===== src/rtl/serial_add_sub_pkg.sv =====
// Shared types and elaboration checks for the bit-serial adder/subtractor.
package serial_add_sub_pkg;

  typedef enum logic [1:0] {
    IDLE = 2'd0,
    RUN  = 2'd1,
    DONE = 2'd2
  } state_t;

  localparam int unsigned MIN_WIDTH = 2;
  localparam int unsigned MAX_WIDTH = 64;

  function automatic bit width_ok(input int unsigned w);
    return (w >= MIN_WIDTH) && (w <= MAX_WIDTH);
  endfunction

endpackage


===== src/rtl/serial_add_sub_fa_cell.sv =====
// Combinational one-bit full adder; the only arithmetic cell in the serial datapath.
module fa_cell (
  input  logic a,
  input  logic b,
  input  logic ci,
  output logic s,
  output logic co
);

  assign s  = a ^ b ^ ci;
  assign co = (a & b) | (a & ci) | (b & ci);

endmodule


===== src/rtl/serial_add_sub.sv =====
// Bit-serial add/subtract: one full-adder cell, LSB first, WIDTH cycles per result,
// valid/ready handshakes on operand and result sides.
module serial_add_sub
  import serial_add_sub_pkg::*;
#(
  parameter int WIDTH = 8
) (
  input  logic             clk,
  input  logic             rst,
  input  logic             start_valid,
  output logic             start_ready,
  input  logic [WIDTH-1:0] A,
  input  logic [WIDTH-1:0] B,
  input  logic             sub,
  input  logic             C_in,
  output logic             done_valid,
  input  logic             done_ready,
  output logic [WIDTH-1:0] S,
  output logic             C_out,
  output logic             V,
  output logic             busy
);

  localparam int CW = $clog2(WIDTH);
  localparam logic [CW-1:0] LAST = CW'(WIDTH - 1);

  if (!width_ok(WIDTH)) begin : g_width_chk
    $error("serial_add_sub: WIDTH must be in 2..64");
  end

  state_t           r_state;
  logic [WIDTH-1:0] r_a;
  logic [WIDTH-1:0] r_b;
  logic [WIDTH-1:0] r_s;
  logic [CW-1:0]    r_cnt;
  logic             r_carry;
  logic             r_sub;
  logic             w_sum;
  logic             w_co;

  fa_cell u_fa (
    .a  (r_a[0]),
    .b  (r_b[0]),
    .ci (r_carry),
    .s  (w_sum),
    .co (w_co)
  );

  assign start_ready = (r_state == IDLE);
  assign done_valid  = (r_state == DONE);
  assign busy        = (r_state != IDLE);

  // Subtraction is A + ~B + ~borrow_in; carry out is inverted back into a borrow.
  always_ff @(posedge clk or posedge rst) begin
    if (rst) begin
      r_state <= IDLE;
      r_a     <= '0;
      r_b     <= '0;
      r_s     <= '0;
      r_cnt   <= '0;
      r_carry <= 1'b0;
      r_sub   <= 1'b0;
      S       <= '0;
      C_out   <= 1'b0;
      V       <= 1'b0;
    end else begin
      case (r_state)
        IDLE: begin
          if (start_valid) begin
            r_a     <= A;
            r_b     <= B ^ {WIDTH{sub}};
            r_sub   <= sub;
            r_carry <= C_in ^ sub;
            r_cnt   <= '0;
            r_state <= RUN;
          end
        end
        RUN: begin
          r_a     <= r_a >> 1;
          r_b     <= r_b >> 1;
          r_s     <= {w_sum, r_s[WIDTH-1:1]};
          r_carry <= w_co;
          if (r_cnt == LAST) begin
            // r_carry here is the carry into the MSB; XOR with carry out gives overflow.
            S       <= {w_sum, r_s[WIDTH-1:1]};
            C_out   <= w_co ^ r_sub;
            V       <= r_carry ^ w_co;
            r_state <= DONE;
          end else begin
            r_cnt <= r_cnt + 1'b1;
          end
        end
        DONE: begin
          if (done_ready) r_state <= IDLE;
        end
        default: r_state <= IDLE;
      endcase
    end
  end

endmodule


===== config.mk =====
export PLATFORM = sky130hd
export DESIGN_NAME = serial_add_sub
export DESIGN_NICKNAME = d
export VERILOG_FILES = /design/src/rtl/serial_add_sub_pkg.sv /design/src/rtl/serial_add_sub_fa_cell.sv /design/src/rtl/serial_add_sub.sv
export SDC_FILE = /design/constraint.sdc
export NUM_CORES = 1
export LEC_CHECK = 0
export CAP_MARGIN = 20
export CORE_MARGIN = 2
export CORE_UTILIZATION = 53
export DETAILED_ROUTE_END_ITERATION = 10
export PLACE_DENSITY = 0.81
export SETUP_SLACK_MARGIN = 0.1
export SLEW_MARGIN = 20
export SYNTH_ARGS = -nofsm -noshare
export SYNTH_HDL_FRONTEND = slang
export SYNTH_SLANG_ARGS = --single-unit

===== constraint.sdc =====
create_clock -name clk -period 3.2 [get_ports clk]
set_clock_uncertainty 0.2 [all_clocks]
set_input_delay 0.48 -clock clk [delete_from_list [all_inputs] [get_ports clk]]
set_output_delay 0.48 -clock clk [all_outputs]
set_load 0.005 [all_outputs]

==> results of run 1 <==
cell usage in the layout, fill, tap and decap left out:
master | synthesis | layout
o21ba_4 | 1 | 1
nand3b_4 | 1 | 1
nor2b_1 | 4 | 4
mux2_4 | 1 | 1
dfrtp_1 | 40 | 40
or2_2 | 1 | 1
a221o_1 | 7 | 7
o21bai_4 | 1 | 1
and3b_1 | 7 | 7
ha_1 | 2 | 2
xor2_1 | 9 | 9
mux2_1 | 5 | 5
xnor2_1 | 2 | 2
a22oi_1 | 7 | 7
nand2_1 | 11 | 11
a22o_1 | 2 | 2
clkdlybuf4s50_1 | 0 | 34
buf_4 | 2 | 2
o21ai_0 | 10 | 10
clkbuf_4 | 0 | 5
mux2_2 | 11 | 11
nor3b_2 | 1 | 1
nand2b_1 | 1 | 1
bufinv_16 | 0 | 2
a222oi_1 | 1 | 1
mux2i_1 | 2 | 2
fa_1 | 1 | 1
inv_1 | 6 | 6
state kept, by name (all words and copies together) (netlist names):
| name | flops |
|---|---|
| r_b | 8 |
| r_cnt | 3 |
| V | 1 |
| r_a | 8 |
| r_state | 2 |
| r_carry | 1 |
| r_sub | 1 |
| S | 8 |
| r_s | 7 |
| C_out | 1 |
per-stage QoR:
| stage | area (µm²) | hold WS (ns) | utilization, % | cells |
|---|---|---|---|---|
| after detailed placement | 2200 | 0.275 | 65.4 | 216 |
| after floorplan | 1860 | 0.249 | - | 144 |
| after global placement | 2200 | 0.263 | 65.4 | 216 |
| final | 2300 | 0.298 | 68.3 | 223 |
| after CTS | 2300 | 0.298 | 68.3 | 223 |
| after global routing | 2300 | 0.333 | 68.3 | 223 |
synthesized netlist by cell type:
master / count / share of area, %
a22oi_1: 7 / 2.8
dfrtp_1: 40 / 54
ha_1: 2 / 1.3
mux2_2: 11 / 6.7
and3b_1: 7 / 3.3
o21ai_0: 10 / 2.7
a22o_1: 2 / 0.94
buf_6: 3 / 1.8
or2_2: 1 / 0.34
xor2_1: 9 / 4.2
mux2i_1: 2 / 1.1
clkbuf_2: 1 / 0.27
nor2b_1: 4 / 1.3
a221o_1: 7 / 3.8
o21bai_4: 1 / 1.0
buf_2: 4 / 1.1
inv_1: 6 / 1.2
xnor2_1: 2 / 0.94
nand2b_1: 1 / 0.34
a222oi_1: 1 / 0.54
nand3b_4: 1 / 1.1
fa_1: 1 / 1.1
mux2_4: 1 / 0.81
nand2_1: 11 / 2.2
mux2_1: 5 / 3.0
buf_4: 2 / 0.81
o21ba_4: 1 / 0.87
nor3b_2: 1 / 0.67
routing by layer:
metal	vias to the layer above	share of wire (%)
met2	35	51
li1	572	-
met5	-	0
met3	10	4.9
met4	0	2.3
met1	603	42
critical path, cell delays in order (launching register included):
cell             delay (ns)
dfrtp_1                0.67
or2_2                  0.43
inv_1                  0.06
clkdlybuf4s50_1        0.49
power by group through the flow:
stage / sequential, W / combinational (W) / clock (W)
6_report: 0.000885 / 0.000701 / 0.000399
2_1_floorplan: 0.000829 / 0.000513 / 0
3_3_place_gp: 0.000876 / 0.000669 / 0
5_1_grt: 0.000917 / 0.000783 / 0.000430
4_1_cts: 0.000888 / 0.000711 / 0.000402
3_5_place_dp: 0.000896 / 0.000707 / 0
worst min-delay path by stage:
stage | slack (ns) | depth (start not counted) | end
final | 0.30 | 2 | r_a[3]
after global routing | 0.33 | 1 | S[0]
after CTS | 0.30 | 2 | r_a[3]
after floorplan | 0.25 | 2 | r_a[1]
after detailed placement | 0.28 | 2 | r_a[3]
after global placement | 0.26 | 2 | r_a[1]
area by class of cell:
type                       count  area [µm²]
multi-input combinational     88         764
tap                           46        57.6
clock buffer                   5        37.5
timing repair buffer          36         355
clock inverter                 2        60.1
inverter                       6        22.5
fill                         271        1060
sequential                    40        1000
kinds of logic (layout without fill, tap and decap cells):
| group | Yosys count | count (layout) | share of synthesized area, % |
|---|---|---|---|
| simple gates | 26 | 26 | 9.27 |
| mux | 19 | 19 | 11.6 |
| buf+inv | 16 | 49 | 5.17 |
| compound gates | 29 | 29 | 12.6 |
| xor+xnor | 11 | 11 | 5.18 |
| flops | 40 | 40 | 53.8 |
| fa+ha+maj | 3 | 3 | 2.42 |
==> metrics.md, run 1 <==
| Metric | Value |
|---|---|
| Pint | `0.00140 W` |
| CP endpoint | `start_ready` |
| Seq/Total Area, Yosys | `53.8%` |
| CTS root buf | `clkbuf_4` |
| Crit end category | `output pin` |
| Max-cap viol count | `0` |
| Met2 global-route usage | `33.1%` |
| Psw | `0.000588 W` |
| Per-cell routed wire length | `roughly 15 µm` |
| Synth cell types | `28` |
| Fin. Hold Viols | `0` |
| # DRC | `0` |
| Setup-failing EPs final | `0` |
| Hold crit path type | `reg2reg` |
| Grt met1 use | `23.9%` |
| Total gr overflow | `0` |
| Ant diodes | `0` |
| Critical path class | `reg2out` |
| I/O Buffers | `34` |
| Worst Setup SP | `r_state[0]` |
| CTS buffer count | `5` |
| Req. time, crit path | `roughly 2.5 ns` |
| First-pass GRT wire length | `around 6000 µm` |
| Cell depth of the worst flop-to-flop path | `3` |
| Antenna viol nets, final | `0` |
| Syn avg cell area | `12.9 µm²` |
| Flop pwr share | `44.6%` |
| Sw Ratio | `29.6%` |
| Min Tclk post-route | `2.66 ns` |
| GP Congestion | `0.707` |
| Die Footprint | `4000 µm²` |
| Sink Count | `40` |
| Max clock buf depth | `2` |
| Setup TNS | `0 ns` |
| First DRT Iteration DRCs | `39` |
| Clk slew on worst S/H paths | `0.10 ns` |
| Die Wd | `63.3 µm` |
| Setup Buffers After CTS | `0` |
| Slew @ Worst Pin | `about 0.76 ns` |
| Cts-stage hold buffer count | `0` |
| FF-to-FF setup slack | `~1.0 ns` |
| Row Count | `21` |
| Pre-antenna DRT Iters | `4` |
| Hold Startpoint | `r_a[3]` |
| I/O pins | `35` |
| Max transition margin | `roughly 49%` |
| LEAKAGE | `1.06 nW` |
| Power per Cell Area | `863 nW/µm²` |
| R2r endpoint | `r_cnt[0]` |
| Seq cells post-synth | `40` |
| Critical path arrival | `1.98 ns` |
| Area grow syn2layout | `23.5%` |
| Max FO, Critical Path | `22` |
| Fin crit share | `83.0%` |
| Layout cells sized above 1 | `approximately 15%` |
| VDD IR max | `around 0.46 mV` |
| Max-slew violations | `0` |
| Startpoint Class | `flip-flop` |
| Vert. Die Dim | `63.3 µm` |
| Post-CTS Resized | `0` |
| Skew-Pair Late Insertion Delay | `0.34 ns` |
| Max Clock Freq | `376 MHz` |
| Total number of vias | `1220` |
| Core Region | `3360 µm²` |
| Pin count of the biggest net entering global routing | `41` |
| WL final | `3440 µm` |
| Yosys warning count | `0` |
| Net Count, Synth | `169` |
| Busiest grt layer | `met2` |
| Worst r2r src | `r_state[0]` |
| RSZ-0062 raised after global routing | `false` |
| Nets@finish | `202` |
| Avg Vias per Cell | `~5.5` |
| Gr usage total | `19.7%` |
| Starting Density | `55.4%` |
| Final worst slack | `0.544 ns` |
| CTS tree | `built` |
| Comb power frac | `35.3%` |
| Pre-CTS WS | `between 0.7 and 0.8 ns` |
| Post-Syn Instances | `144` |
| HPWL after DPL | `2370 µm` |
| Status | `finished clean` |
| Antenna violations before repair | `0` |
| GR Util met3 | `5.54%` |
| H-Tree Depth | `2` |
| Power Total | `0.00198 W` |
| Vias in the first global route | `1275` |
| Clock share of power | `20.1%` |
| Synthesized area | `1860 µm²` |
(Power assumes the default switching activity.)
==> run 2: changes to the inputs <==
CORE_UTILIZATION = 46   (was 53)
PLACE_DENSITY = 0.75   (was 0.81)
clock period = 2.4 ns   (was 3.2 ns; I/O delays follow)
==> run 2 against run 1 <==
  * Wire length decreased by 5.1%
  * Total power increased by 31%
  * Clock-buffer cell count rose by 2
  * Register-to-register slack worse by 0.43 ns
  * Critical endpoint unchanged
  * Largest power group unchanged
==> metrics.md, run 2 (same netlist as run 1, synthesis figures left out) <==
| Metric | Value |
|---|---|
| Max-slew violations | `0` |
| I/O pins | `35` |
| Setup-failing EPs final | `0` |
| Fin crit share | `87.5%` |
| R2r endpoint | `r_cnt[0]` |
| Status | `finished clean` |
| Cell Area, Placed | `2240 µm²` |
| First-pass GRT wire length | `5690 µm` |
| Layout cells sized above 1 | `16.6%` |
| Most common cell after layout, fill and taps aside | `dfrtp_1` |
| Sink Count | `40` |
| Die Footprint | `about 4600 µm²` |
| H-Tree Depth | `2` |
| Pre-antenna DRT Iters | `4` |
| CTS root buf | `clkbuf_8` |
| Vert. Die Dim | `67.6 µm` |
| Max Clock Freq | `476 MHz` |
| Req. time, crit path | `1.84 ns` |
| Post-CTS Resized | `0` |
| LEAKAGE | `1.08 nW` |
| Setup Buffers After CTS | `0` |
| GP Congestion | `0.751` |
| Skew-Pair Late Insertion Delay | `~0.29 ns` |
| Total gr overflow | `0` |
| Core Region | `3940 µm²` |
| Max FO, Critical Path | `4` |
| Per-cell routed wire length | `14.1 µm` |
| Cts-stage hold buffer count | `0` |
| Worst r2r src | `r_cnt[0]` |
| Fin util | `59.2%` |
| Antenna violations before repair | `0` |
| Crit end category | `output pin` |
| Design Area, Final | `2330 µm²` |
| Area grow syn2layout | `25.3%` |
| Clk slew on worst S/H paths | `0.07 ns` |
| Max-cap viol count | `0` |
| Min Tclk post-route | `2.10 ns` |
| FF-to-FF setup slack | `about 0.60 ns` |
| CTS buffer count | `5` |
| Ant diodes | `0` |
| Vias in the first global route | `1321` |
| Gr usage total | `17.2%` |
| Cell depth of the worst flop-to-flop path | `5` |
| Critical path arrival | `1.54 ns` |
| Critical path class | `reg2out` |
| Largest regs | `S: 8 flops, r_a: 8 flops, r_b: 8 flops` |
| Die Wd | `67.6 µm` |
| Max clock buf depth | `2` |
| RSZ-0062 raised after global routing | `false` |
| I/O Buffers | `34` |
| First DRT Iteration DRCs | `62` |
| Avg Vias per Cell | `5.25` |
| CP endpoint | `start_ready` |
| # DRC | `0` |
| Fin. Hold Viols | `0` |
| Starting Density | `between 40% and 50%` |
| HPWL after DPL | `2300 µm` |
| Max transition margin | `64.8%` |
| Total number of vias | `1212` |
| Pin count of the biggest net entering global routing | `41` |
| Startpoint Class | `flip-flop` |
| Antenna viol nets, final | `0` |
| WL final | `3260 µm` |
| Setup TNS | `0 ns` |
| Slew @ Worst Pin | `0.527 ns` |
| Nets@finish | `around 200` |
| Commonest non-fill, non-tap cells in the layout | `dfrtp_1 (40), clkdlybuf4s50_1 (34), mux2_2 (11), nand2_1 (11), o21ai_0 (10)` |
| Hold crit path type | `in2async` |
| Row Count | `23` |
| CTS tree | `built` |
| Worst Setup SP | `r_state[0]` |
| Power per Cell Area | `1110 nW/µm²` |
| VDD IR max | `0.532 mV` |
## run 2: cell count changes in the layout (fill, tap and decap cells not counted)
cell / previous run / this run
buf_4: 2 / 6
bufinv_16: 2 / 0
clkbuf_4: 5 / 0
clkbuf_8: 0 / 7
## run 2: cell type report
| type | instances | area, µm² |
|---|---|---|
| inverters | 6 | 22.5 |
| clock buffers | 7 | 96.3 |
| repair buffers | 40 | 385 |
| well taps | 50 | 62.6 |
| fillers | 294 | 1610 |
| multi-input cells | 88 | 764 |
| flip-flops and latches | 40 | 1000 |
## run 2: power breakdown
group	switching (W)	leakage [nW]	internal, W
combinational	0.000391	0.523	0.000603
sequential	0.000166	0.509	0.000963
clock	0.000212	0.0503	0.000256
total	0.000769	1.08	0.00182
## run 2: worst min path at each step
stage                       to    from  slack (ns)  depth (start not counted)
finish              r_state[0]     rst        0.29                          3
detailed placement      r_a[2]  r_a[2]        0.27                          2
CTS                     r_a[2]  r_a[2]        0.29                          2
floorplan               r_a[1]  r_a[1]        0.25                          2
global placement        r_a[2]  r_a[2]        0.26                          2
global route            r_a[2]  r_a[2]        0.31                          2
## run 2: worst max-delay path: stages, from the launching register on
cell	delay, ns
dfrtp_1	0.40
or2_2	0.30
inv_1	0.06
clkdlybuf4s50_1	0.49
## run 2: stage by stage
stage | std cells | power, W | worst slack (ns) | hold WS [ns]
after floorplan | 144 | 0.00179 | 0.703 | 0.249
after global placement | 224 | 0.00210 | 0.400 | 0.264
after detailed placement | 224 | 0.00215 | 0.367 | 0.273
after CTS | 231 | 0.00263 | 0.285 | 0.290
after global routing | 231 | 0.00280 | 0.239 | 0.310
final | 231 | 0.00259 | 0.300 | 0.287
## run 2: metal layers
| metal | track usage [%] | wire (µm) |
|---|---|---|
| met1 | 19.2 | 1390 |
| met2 | 29.3 | 1630 |
| met3 | 4.50 | 161 |
| met4 | 10.5 | 76 |
| met5 | 0 | 0 |
==> run 3: changes to the inputs <==
CORE_ASPECT_RATIO = 0.8   (was default)
==> run 3 against run 2 <==
  * Flip-flop and latch count is the same
  * Non-clock buffer count is the same
  * Largest cell class unchanged
  * Die area is essentially flat
  * Global-route usage grew 0.33 points
  * Utilization grew 1.8 points
  * Total power grew 0.71%
  * Via count grew 0.25%
  * Final area grew 0.11%
  * First-iteration DRC count grew 74%
  * Critical endpoint unchanged
==> metrics.md, run 3 (same netlist as run 1, synthesis figures left out) <==
| Metric | Value |
|---|---|
| Vias in the first global route | `1238` |
| I/O Buffers | `34` |
| Starting Density | `approximately half` |
| CTS buffer count | `5` |
| Grt met1 use | `23.3%` |
| Status | `finished clean` |
| LEAKAGE | `1.08 nW` |
| Min Tclk post-route | `2.15 ns` |
| Startpoint Class | `flip-flop` |
| Commonest non-fill, non-tap cells in the layout | `dfrtp_1 (40), clkdlybuf4s50_1 (34), mux2_2 (11), nand2_1 (11), o21ai_0 (10)` |
| Slew @ Worst Pin | `0.534 ns` |
| Fin. Hold Viols | `0` |
| GR Util met3 | `5.15%` |
| Max transition margin | `~64%` |
| WL final | `3560 µm` |
| Area grow syn2layout | `25.4%` |
| Most common cell after layout, fill and taps aside | `dfrtp_1` |
| Post-Layout Cell Count | `237` |
| Power per Cell Area | `around 1100 nW/µm²` |
| Avg Vias per Cell | `5.13` |
| Row Count | `20` |
| CTS root buf | `clkbuf_8` |
| Req. time, crit path | `1.84 ns` |
| Sink Count | `40` |
| Critical path class | `reg2out` |
| Total gr overflow | `0` |
| GP Congestion | `0.778` |
| Max-slew violations | `0` |
| Antenna violations before repair | `0` |
| Cts-stage hold buffer count | `0` |
| Antenna viol nets, final | `0` |
| Fin crit share | `89.6%` |
| Hold crit path type | `reg2reg` |
| Critical path arrival | `1.59 ns` |
| Largest regs | `S: 8 flops, r_a: 8 flops, r_b: 8 flops` |
| Pin count of the biggest net entering global routing | `41` |
| Total number of vias | `approximately 1200` |
| RSZ-0062 raised after global routing | `false` |
| Clk slew on worst S/H paths | `0.07 ns` |
| Setup-failing EPs final | `0` |
| Die Footprint | `4580 µm²` |
| Die Wd | `75.1 µm` |
| Nets@finish | `206` |
| Gr usage total | `17.6%` |
| I/O pins | `35` |
| Worst Hold Depth | `2` |
| H-Tree Depth | `2` |
| Setup TNS | `0 ns` |
| Crit end category | `output pin` |
| Per-cell routed wire length | `15.0 µm` |
| HPWL after DPL | `between 2000 and 3000 µm` |
| CTS tree | `built` |
| Skew-Pair Late Insertion Delay | `0.29 ns` |
| Met2 global-route usage | `27.2%` |
| Vert. Die Dim | `60.9 µm` |
| Layout cells sized above 1 | `17.0%` |
| First DRT Iteration DRCs | `108` |
| Post-CTS Resized | `0` |
| Max clock buf depth | `2` |
| Setup Buffers After CTS | `0` |
| First-pass GRT wire length | `between 5000 and 6000 µm` |
| Cells after DPL | `between 200 and 250` |
| Busiest grt layer | `met2` |
| Pre-antenna DRT Iters | `4` |
| Ant diodes | `0` |
| Cell depth of the worst flop-to-flop path | `5` |
| VDD IR max | `~0.49 mV` |
| # DRC | `0` |
| Core Region | `3830 µm²` |
| Max-cap viol count | `0` |
| Max FO, Critical Path | `4` |
| Max Clock Freq | `465 MHz` |
## run 3: cell count changes in the layout (fill, tap and decap cells not counted), sizes merged
cell,previous run,this run
clkinv,0,2
clkbuf,7,6
## run 3: worst max-delay path: stages, from the launching register on
cell             delay, ns
dfrtp_1               0.42
or2_2                 0.33
inv_1                 0.07
clkdlybuf4s50_1       0.49
## run 3: cell type report
type / instances / area, µm²
clock buffers: 6 / 82.6
repair buffers: 40 / 385
multi-input cells: 88 / 764
fillers: 316 / 1490
inverters: 6 / 22.5
flip-flops and latches: 40 / 1000
well taps: 55 / 68.8
clock inverters: 2 / 10.0
## run 3: stage by stage
step	total power (W)	setup WS [ns]	area (µm²)	utilization (%)	hold slack (ns)
6_report	0.00261	0.249	2330	61.0	0.282
5_1_grt	0.00280	0.160	2330	61.0	0.315
4_1_cts	0.00263	0.228	2330	61.0	0.286
3_5_place_dp	0.00218	0.368	2240	58.6	0.269
3_3_place_gp	0.00210	0.418	2240	58.6	0.265
2_1_floorplan	0.00179	0.703	1860	-	0.249
## run 3: final timing paths
check                      startpoint     endpoint  slack, ns
max in group asynchronous         rst       r_b[6]       1.35
hold / removal                      V            V       0.28
min in group asynchronous         rst         S[0]       0.30
setup / recovery           r_state[0]  start_ready       0.25
hold reg to reg                     V            V       0.28
setup reg to reg             r_cnt[0]     r_cnt[0]       0.59
## run 3: where the power goes
group	switching [W]	internal, W
combinational	0.000404	0.000604
sequential	0.000182	0.000963
clock	0.000226	0.000229
## run 3: metal layers
| layer | up-vias | share of wire (%) |
|---|---|---|
| met5 | - | 0 |
| met4 | 0 | 1.4 |
| met3 | 7 | 4.1 |
| met2 | 27 | 48 |
| met1 | 600 | 47 |
| li1 | 581 | - |
